File: src/rtl/sram_wb_pkg.sv
// Shared types and constants for the Wishbone-to-byte-SRAM port 0 controller.
// Optional build macro used by the controller: SRAM_WB_ERR_EN (address decode error response).
package sram_wb_pkg;

   typedef enum logic [1:0] {
      IDLE  = 2'd0,
      ISSUE = 2'd1,
      WAIT  = 2'd2,
      ACK   = 2'd3
   } state_t;

   localparam int          LANES             = 4;
   localparam int          LANE_W            = $clog2(LANES);
   localparam logic [31:0] DEFAULT_BASE_ADDR = 32'h3000_0000;

   // Lowest-numbered set lane wins so lane 0 is always served first.
   function automatic logic [LANE_W-1:0] firstLane(input logic [LANES-1:0] mask);
      logic [LANE_W-1:0] lane;
      lane = '0;
      for (int i = LANES - 1; i >= 0; i--) begin
         if (mask[i]) begin
            lane = i[LANE_W-1:0];
         end
      end
      return lane;
   endfunction

endpackage

File: src/rtl/sram_wb_port0_ctrl.sv
// Wishbone slave that splits each 32-bit access into one byte-wide SRAM access per selected lane.
// Define SRAM_WB_ERR_EN to answer accesses outside the BASE_ADDR window with wbs_err_o.
module sram_wb_port0_ctrl
   import sram_wb_pkg::*;
#(
   parameter logic [31:0] BASE_ADDR  = DEFAULT_BASE_ADDR,
   parameter int          ADDR_WIDTH = 10,
   parameter int          DATA_WIDTH = 8
) (
   input  logic                  wb_clk_i,
   input  logic                  wb_rst_i,
   input  logic                  wbs_cyc_i,
   input  logic                  wbs_stb_i,
   input  logic                  wbs_we_i,
   input  logic [3:0]            wbs_sel_i,
   input  logic [31:0]           wbs_adr_i,
   input  logic [31:0]           wbs_dat_i,
   output logic [31:0]           wbs_dat_o,
   output logic                  wbs_ack_o,
   output logic                  wbs_err_o,
   output logic                  csb0_o,
   output logic                  web0_o,
   output logic [ADDR_WIDTH-1:0] addr0_o,
   output logic [DATA_WIDTH-1:0] din0_o,
   input  logic [DATA_WIDTH-1:0] dout0_i
);

   state_t                     r_state;
   logic [LANES-1:0]           r_pend;
   logic [LANE_W-1:0]          r_lane;
   logic                       r_we;
   logic [ADDR_WIDTH-LANE_W-1:0] r_adr;
   logic [31:0]                r_wdat;
   logic                       r_abort;
   logic                       r_csb;
   logic                       r_web;
   logic [ADDR_WIDTH-1:0]      r_addr;
   logic [DATA_WIDTH-1:0]      r_din;
   logic [31:0]                r_dat;
   logic                       r_ack;
   logic                       r_err;

   state_t                     w_stateNext;
   logic                       w_accept;
   logic                       w_toIssue;
   logic                       w_decErr;
   logic                       w_addrOk;
   logic [LANES-1:0]           w_src;
   logic [LANES-1:0]           w_laneBit;
   logic [LANE_W-1:0]          w_lane;
   logic                       w_issueWe;
   logic [ADDR_WIDTH-LANE_W-1:0] w_adrSrc;
   logic [31:0]                w_datSrc;
   logic                       w_unused;

`ifdef SRAM_WB_ERR_EN
   assign w_addrOk = (wbs_adr_i[31:ADDR_WIDTH] == BASE_ADDR[31:ADDR_WIDTH]);
`else
   assign w_addrOk = 1'b1;
`endif

   assign w_unused = ^{wbs_adr_i[31:ADDR_WIDTH], wbs_adr_i[LANE_W-1:0]};

   always_ff @(posedge wb_clk_i or posedge wb_rst_i) begin
      if (wb_rst_i) begin
         r_state <= IDLE;
      end else begin
         r_state <= w_stateNext;
      end
   end

   // A new request comes from the live bus in IDLE; later lanes come from the latched copy.
   always_comb begin
      w_stateNext = r_state;
      w_accept    = 1'b0;
      w_toIssue   = 1'b0;
      w_src       = r_pend;
      case (r_state)
         IDLE: begin
            if (wbs_cyc_i && wbs_stb_i) begin
               w_accept = 1'b1;
               w_src    = wbs_sel_i;
               if (!w_addrOk || wbs_sel_i == '0) begin
                  w_stateNext = ACK;
               end else begin
                  w_stateNext = ISSUE;
                  w_toIssue   = 1'b1;
               end
            end
         end
         ISSUE: begin
            w_stateNext = WAIT;
         end
         WAIT: begin
            if (r_abort || !wbs_cyc_i) begin
               w_stateNext = IDLE;
            end else if (r_pend != '0) begin
               w_stateNext = ISSUE;
               w_toIssue   = 1'b1;
            end else begin
               w_stateNext = ACK;
            end
         end
         ACK: begin
            w_stateNext = IDLE;
         end
         default: begin
            w_stateNext = IDLE;
         end
      endcase
      w_lane            = firstLane(w_src);
      w_laneBit         = '0;
      w_laneBit[w_lane] = 1'b1;
      w_decErr          = w_accept & ~w_addrOk;
      w_issueWe         = (r_state == IDLE) ? wbs_we_i : r_we;
      w_adrSrc          = (r_state == IDLE) ? wbs_adr_i[ADDR_WIDTH-1:LANE_W] : r_adr;
      w_datSrc          = (r_state == IDLE) ? wbs_dat_i : r_wdat;
   end

   // Read data is cleared on acceptance so lanes that are never read come back as zero.
   always_ff @(posedge wb_clk_i or posedge wb_rst_i) begin
      if (wb_rst_i) begin
         r_pend  <= '0;
         r_lane  <= '0;
         r_we    <= 1'b0;
         r_adr   <= '0;
         r_wdat  <= '0;
         r_abort <= 1'b0;
         r_csb   <= 1'b1;
         r_web   <= 1'b1;
         r_addr  <= '0;
         r_din   <= '0;
         r_dat   <= '0;
         r_ack   <= 1'b0;
         r_err   <= 1'b0;
      end else begin
         r_ack <= (w_stateNext == ACK) && !w_decErr;
         r_err <= w_decErr;
         if (w_accept) begin
            r_we    <= wbs_we_i;
            r_adr   <= wbs_adr_i[ADDR_WIDTH-1:LANE_W];
            r_wdat  <= wbs_dat_i;
            r_abort <= 1'b0;
            if (w_addrOk && (!wbs_we_i || wbs_sel_i == '0)) begin
               r_dat <= '0;
            end
         end else if ((r_state == ISSUE || r_state == WAIT) && !wbs_cyc_i) begin
            r_abort <= 1'b1;
         end
         if (w_toIssue) begin
            r_csb  <= 1'b0;
            r_web  <= ~w_issueWe;
            r_addr <= {w_adrSrc, w_lane};
            r_din  <= w_datSrc[DATA_WIDTH*w_lane +: DATA_WIDTH];
            r_pend <= w_src & ~w_laneBit;
            r_lane <= w_lane;
         end else begin
            r_csb <= 1'b1;
            r_web <= 1'b1;
         end
         // The SRAM presents the byte one cycle after ISSUE, so it is taken on the edge leaving WAIT.
         if (r_state == WAIT && !r_we) begin
            r_dat[DATA_WIDTH*r_lane +: DATA_WIDTH] <= dout0_i;
         end
      end
   end

   assign wbs_dat_o = r_dat;
   assign wbs_ack_o = r_ack;
   assign wbs_err_o = r_err;
   assign csb0_o    = r_csb;
   assign web0_o    = r_web;
   assign addr0_o   = r_addr;
   assign din0_o    = r_din;

endmodule

File: config.mk
export PLATFORM = sky130hd
export DESIGN_NAME = sram_wb_port0_ctrl
export DESIGN_NICKNAME = d
export VERILOG_FILES = /design/src/rtl/sram_wb_pkg.sv /design/src/rtl/sram_wb_port0_ctrl.sv
export SDC_FILE = /design/constraint.sdc
export NUM_CORES = 1
export LEC_CHECK = 0
export ABC_AREA = 1
export CORE_AREA = 2 2 104 106
export CTS_BUF_LIST = sky130_fd_sc_hd__clkbuf_4 sky130_fd_sc_hd__clkbuf_8
export CTS_CLUSTER_DIAMETER = 120
export DETAILED_ROUTE_END_ITERATION = 8
export DIE_AREA = 0 0 106 108
export PLACE_DENSITY = 0.81
export SLEW_MARGIN = 20
export SYNTH_ARGS = -nofsm -noshare
export SYNTH_HDL_FRONTEND = slang
export SYNTH_SLANG_ARGS = --single-unit
File: constraint.sdc
create_clock -name wb_clk_i -period 3.8 [get_ports wb_clk_i]
set_input_delay 0.38 -clock wb_clk_i [delete_from_list [all_inputs] [get_ports wb_clk_i]]
set_output_delay 0.38 -clock wb_clk_i [all_outputs]
set_load 0.05 [all_outputs]
# Word level (Yosys, flattened, before mapping)
# Cells that the tools add are included.
# W data, S select, Z words.
# op_classes
n_eq_ne,4
bitwise_logic,3
mux,31
n_reduce_logical,14
addsub,1
magnitude_cmp,2
shifts,3
# op_table
operator,count
$mux W32,4
$neg A5 Y34,1
$shift A8 B34 Y32 const A,1
$shiftx A8 B34 Y32,1
$bwmux W32,1
$shiftx A32 B6 Y8,1
$mux W2,8
$mux W1,12
$mux W4,2
$mux W8,1
$pmux W2 S4,1
$eq A2 B2 Y1 const B,3
$and A4 B4 Y4,1
$logic_and A1 B1 Y1,4
$logic_not A4 Y1,1
$not A4 Y4,1
$reduce_bool A4 Y1,1
$logic_not A1 Y1,3
$logic_or A1 B1 Y1,3
$lt A2 B3 Y1 const B,1
$demux W1 S2,1
$eq A2 B1 Y1 const B,1
$ge A2 B1 Y1 const B,1
$logic_not A2 Y1,1
3 further kinds,3
# totals
regBits,103

# Longest topological paths before layout
# depth
depth_word,13
mapped_depth,13
mapped_depth_nobuf,12

# Least setup slack after synthesis
# Ideal clock, no wire load.
# synth_timing
kind,register to register
start,register r_lane[0]
end,register r_dat[19] (netlist: wbs_dat_o[19])
stages_incl_launch_ff,9
t_arrival_ns,1.942
n_path_buf,0
path_slack_ns,1.747
setup_ns,0.110
required_time_ns,3.690
cell_sequence,dfrtp_1 -> inv_1 -> ha_1 -> inv_1 -> nor2_1 -> inv_1 -> nor2_1 -> clkinv_1 -> o41ai_1
# synth_via
elab_chain_cells,4
elab_cells_between_ends,5
cone_classes,add/sub (1); shift (2); mux (2)
# synth_rtl
item,line_no,text
start: declaration,sram_wb_port0_ctrl.sv:30,logic [LANE_W-1:0] r_lane;
start signal: assignment,sram_wb_port0_ctrl.sv:156,r_lane <= w_lane;
$neg A5 Y34 (*),sram_wb_port0_ctrl.sv:163,r_dat[DATA_WIDTH*r_lane +: DATA_WIDTH] <= dout0_i;
$shiftx A8 B34 Y32 / $shift A8 B34 Y32 (equally long branches),sram_wb_port0_ctrl.sv:163,
$bwmux W32 (*),sram_wb_port0_ctrl.sv:163,
$mux W32 (*),sram_wb_port0_ctrl.sv:162,if (r_state == WAIT && !r_we) begin
end signal: indexed assignment,sram_wb_port0_ctrl.sv:163,
end: declaration,sram_wb_port0_ctrl.sv:39,logic [31:0] r_dat;
# Mark *: on every way between the ends. The rest lies on a longest branch, timed or not.
# A chain may end at the register's enable or synchronous reset.

# Worst setup path after layout
# layout_timing
start,register r_state[1]
end,register r_pend[2]
# layout_via
elab_chain_cells,12
elab_cells_between_ends,15
cone_classes,order compare (2); eq/ne (1); mux (8); bitwise (2); reduce/logical (2)
# layout_rtl
item,line_no,text
start: declaration,sram_wb_port0_ctrl.sv:28,state_t r_state;
start signal: assignment,sram_wb_port0_ctrl.sv:68,r_state <= w_stateNext;
$logic_not A2 Y1,sram_wb_port0_ctrl.sv:78,case (r_state)
$mux W4,sram_wb_port0_ctrl.sv:78,
$mux W2 (4 in a row),sram_wb_pkg.sv:21,if (mask[i]) begin
$lt A2 B3 Y1 (implied by the code) / $ge A2 B1 Y1 (equally long branches),sram_wb_port0_ctrl.sv:113,w_laneBit[w_lane] = 1'b1;
$logic_and A1 B1 Y1 (implied by the code),sram_wb_port0_ctrl.sv:113,
$mux W1 (implied by the code),sram_wb_port0_ctrl.sv:113,
$demux W1 S2,sram_wb_port0_ctrl.sv:113,
$not A4 Y4,sram_wb_port0_ctrl.sv:155,r_pend <= w_src & ~w_laneBit;
$and A4 B4 Y4,sram_wb_port0_ctrl.sv:155,
end signal: assignment,sram_wb_port0_ctrl.sv:155,
end: declaration,sram_wb_port0_ctrl.sv:29,logic [LANES-1:0] r_pend;
# Several ways; a longest one is shown, not always the timed one.

==> results by group <==
Placed design
  • Hpwl dp: 8.64 mm
  • Port Buffers: 109
  • Setup Slack @ Placement: 0.883 ns
  • GPL Wtd Cong: 0.906

Critical path
  • Startpoint types: flop
  • Worst EP arrival: 3.20 ns
  • CP max FO: 39
  • WP data required: 4.07 ns
  • CP endpoint kind: flop
  • WS Path Type: reg -> reg

Clocking
  • Post-CTS setup buffer count: 0
  • Max Buffers Root-to-Sink: 2
  • Num CTS Buffers: 9
  • Hold buffer count at cts: 0
  • CTS tree: built
  • CTS H-tree depth: 3
  • # clock sinks: 101
  • Post-CTS sizing: 0
  • Clock transition at path regs: 0.10 ns
  • Root Buffer: clkbuf_8
  • Clk_lat worst skew: 0.36 ns

STA
  • # setup viols final: 0
  • Minimum clock period: 2.93 ns
  • WHS: 0.490 ns
  • Max-slew violations: 0
  • Fmax: 342 MHz
  • Final worst slack: 0.872 ns
  • RSZ-0062 raised after global routing: no
  • Clk_skew: 0.0120 ns
  • Setup TNS: 0 ns
  • Measured slew at the worst slew-check pin: 0.955 ns
  • Max-slew headroom: 36.2%
  • Hold Vio Cnt, Final: 0
  • Final Cycle Share: 77.0%

Route
  • First-pass DRT Iterations: 5
  • Post-DR vias/cell: 5.26
  • Final WL: 11.9 mm
  • 1st-iter DRT viols: 232
  • Post-route ant nets: 0
  • Drc violations: 0
  • Routed len/inst: 14.1 um
  • Vias: 4,427

Global routing
  • Initial antenna violation count: 0
  • All-Layer GR Usage: 21.2%
  • First-pass GRT wire length: 19.7 mm
  • Largest net degree at the start of global routing: 70
  • Vias in the first global route: 4,180
  • Total congestion overflow: 0

Synth
  • Synth top area share: 49.2%
  • Part of the Yosys area used for sequential elements: 50.3%
  • Register bit total from synthesis: 101
  • Cell taking the most area after synthesis: dfrtp_1
  • Mapped Area: 5030 sq um
  • Synth unique cells: 39
  • Mapped Nets: 697
  • Avg Cell Area, Syn: 8.28 sq um
  • Ys Warns: 0
  • Most area-consuming cells after synthesis: dfrtp_1, nand2_1, nand3_1
  • Synth Instances: 608

Die
  • Cell Rows: 37
  • # IOs: 135
  • Die Height: 108 um
  • DIE WIDTH: 106 um
  • Initial core utilization: 49.2%
  • Core area: 10,200 sq um
  • Die Footprint: 11,400 sq um

Power and ir drop
  • Pwr Density: 828 nW/um^2
  • Sequential share of power: 33.0%
  • Clock Power Share: 12.5%
  • Net Sw Power: 2.58 mW
  • Logic pwr share: 54.5%
  • Sw frac: 49.0%
  • Leak: 2.85 nW
  • Worst IR drop on VDD: 0.550 mV
  • Power after layout: 5.26 mW
  • Cell-internal power: 2.68 mW

Job
  • Max cap viols: 0

Layout
  • P&R area growth vs syn: 26.2%
  • Antenna cell count: 0
  • Share of layout cells above drive strength 1: 7.80%
  • Final #Nets: 789

Worst hold path
  • Hold Crit Class: reg -> reg

Status
  • Status: finished, final reports clean
==> stage by stage <==
stage          util (%)  area (sq um)  cells
4_1_cts            62.1          6350    841
5_1_grt            62.1          6350    841
3_5_place_dp       60.3          6170    825
3_3_place_gp       60.3          6170    825
6_report           62.1          6350    841
2_1_floorplan         -          5030    608
==> power groups by stage <==
stage	combinational (mW)	sequential [mW]	clock, mW
after floorplan	1.40	2.40	0
after global placement	2.79	1.74	0
after detailed placement	2.87	1.76	0
after CTS	2.88	1.74	0.666
after global routing	3.14	1.78	0.710
final	2.87	1.74	0.656
==> layout by cell type (no fill, tap or decap), types with 7 or more instances in the layout <==
cell type        synthesis  layout
nand2_1                142     142
clkdlybuf4s50_1          0     109
dfrtp_1                 99      99
nand3_1                 64      64
inv_1                   59      58
o21ai_0                 57      57
nor2_1                  52      52
o31ai_1                 17      17
a21oi_1                 15      15
nand2_2                  9       9
clkbuf_8                 0       9
a31oi_1                  8       8
a21oi_2                  7       7
ha_1                     8       7
==> worst max-delay path, stage by stage (launching register included) <==
cell     delay (ns)
dfrtp_1        0.41
inv_1          0.12
ha_2           0.59
inv_2          0.38
nor2_4         0.25
nand2_1        0.08
nand2_2        0.54
and2_1         0.30
nand2_1        0.08
o21ai_1        0.08
==> final cells by class <==
| type | instances | area, sq um |
|---|---|---|
| tap | 136 | 170 |
| multi-input combinational | 412 | 2110 |
| sequential | 101 | 2530 |
| timing repair buffer | 113 | 1120 |
| clock inverter | 7 | 65.1 |
| clock buffer | 9 | 124 |
| inverter | 63 | 239 |
| fill | 889 | 3880 |
==> synth_stat cells, drive strengths merged <==
library cell	n
nor2	56
nand3	65
buf	16
o31ai	18
o21ai	62
dfstp	2
dfrtp	99
o2111ai	1
conb	1
nand2	154
clkbuf	16
a31oi	8
o41ai	5
nor3	2
a22oi	1
a21oi	22
a32o	2
inv	62
nand4	4
clkinv	1
or2	1
o211ai	1
ha	8
and2	1
==> worst paths after layout <==
path                            start             to  slack (ns)  depth (start not counted)
setup / recovery           r_state[1]      r_pend[2]        0.87                          9
hold reg to reg              r_adr[0]       r_adr[0]        0.49                          2
setup reg to reg           r_state[1]      r_pend[2]        0.87                          9
min in group asynchronous    wb_rst_i  wbs_dat_o[29]        0.52                          2
hold / removal               r_adr[0]       r_adr[0]        0.49                          2
max in group asynchronous    wb_rst_i     addr0_o[8]        2.51                          3
==> sequential cells by signal, indices dropped and copies added (netlist names) <==
register   flops
web0_o         1
din0_o         8
addr0_o        9
r_we           1
csb0_o         1
wbs_dat_o     32
r_lane         1
r_state        2
r_abort        1
r_adr          8
wbs_ack_o      1
r_wdat        32
r_pend         4
==> layer usage <==
metal	vias to the layer above	wire, um	GRT usage (%)
met1	2100	5220	28.9
met4	0	182	6.39
met5	-	0	0
met2	134	5790	35.3
met3	17	657	3.38
li1	2176	-	-
==> logic make-up (layout without fill, tap and decap cells) <==
kind of cell	after synthesis	count (layout)	synth area share, %
and+or+nand+nor	283	283	24.8
AOI/OAI and AO/OA	120	120	14.8
DFF	101	101	50.3
buffers and inverters	95	192	8.05
adders and majority gates	8	8	1.99
other	1	1	0.0745
(Power assumes the default switching activity.)
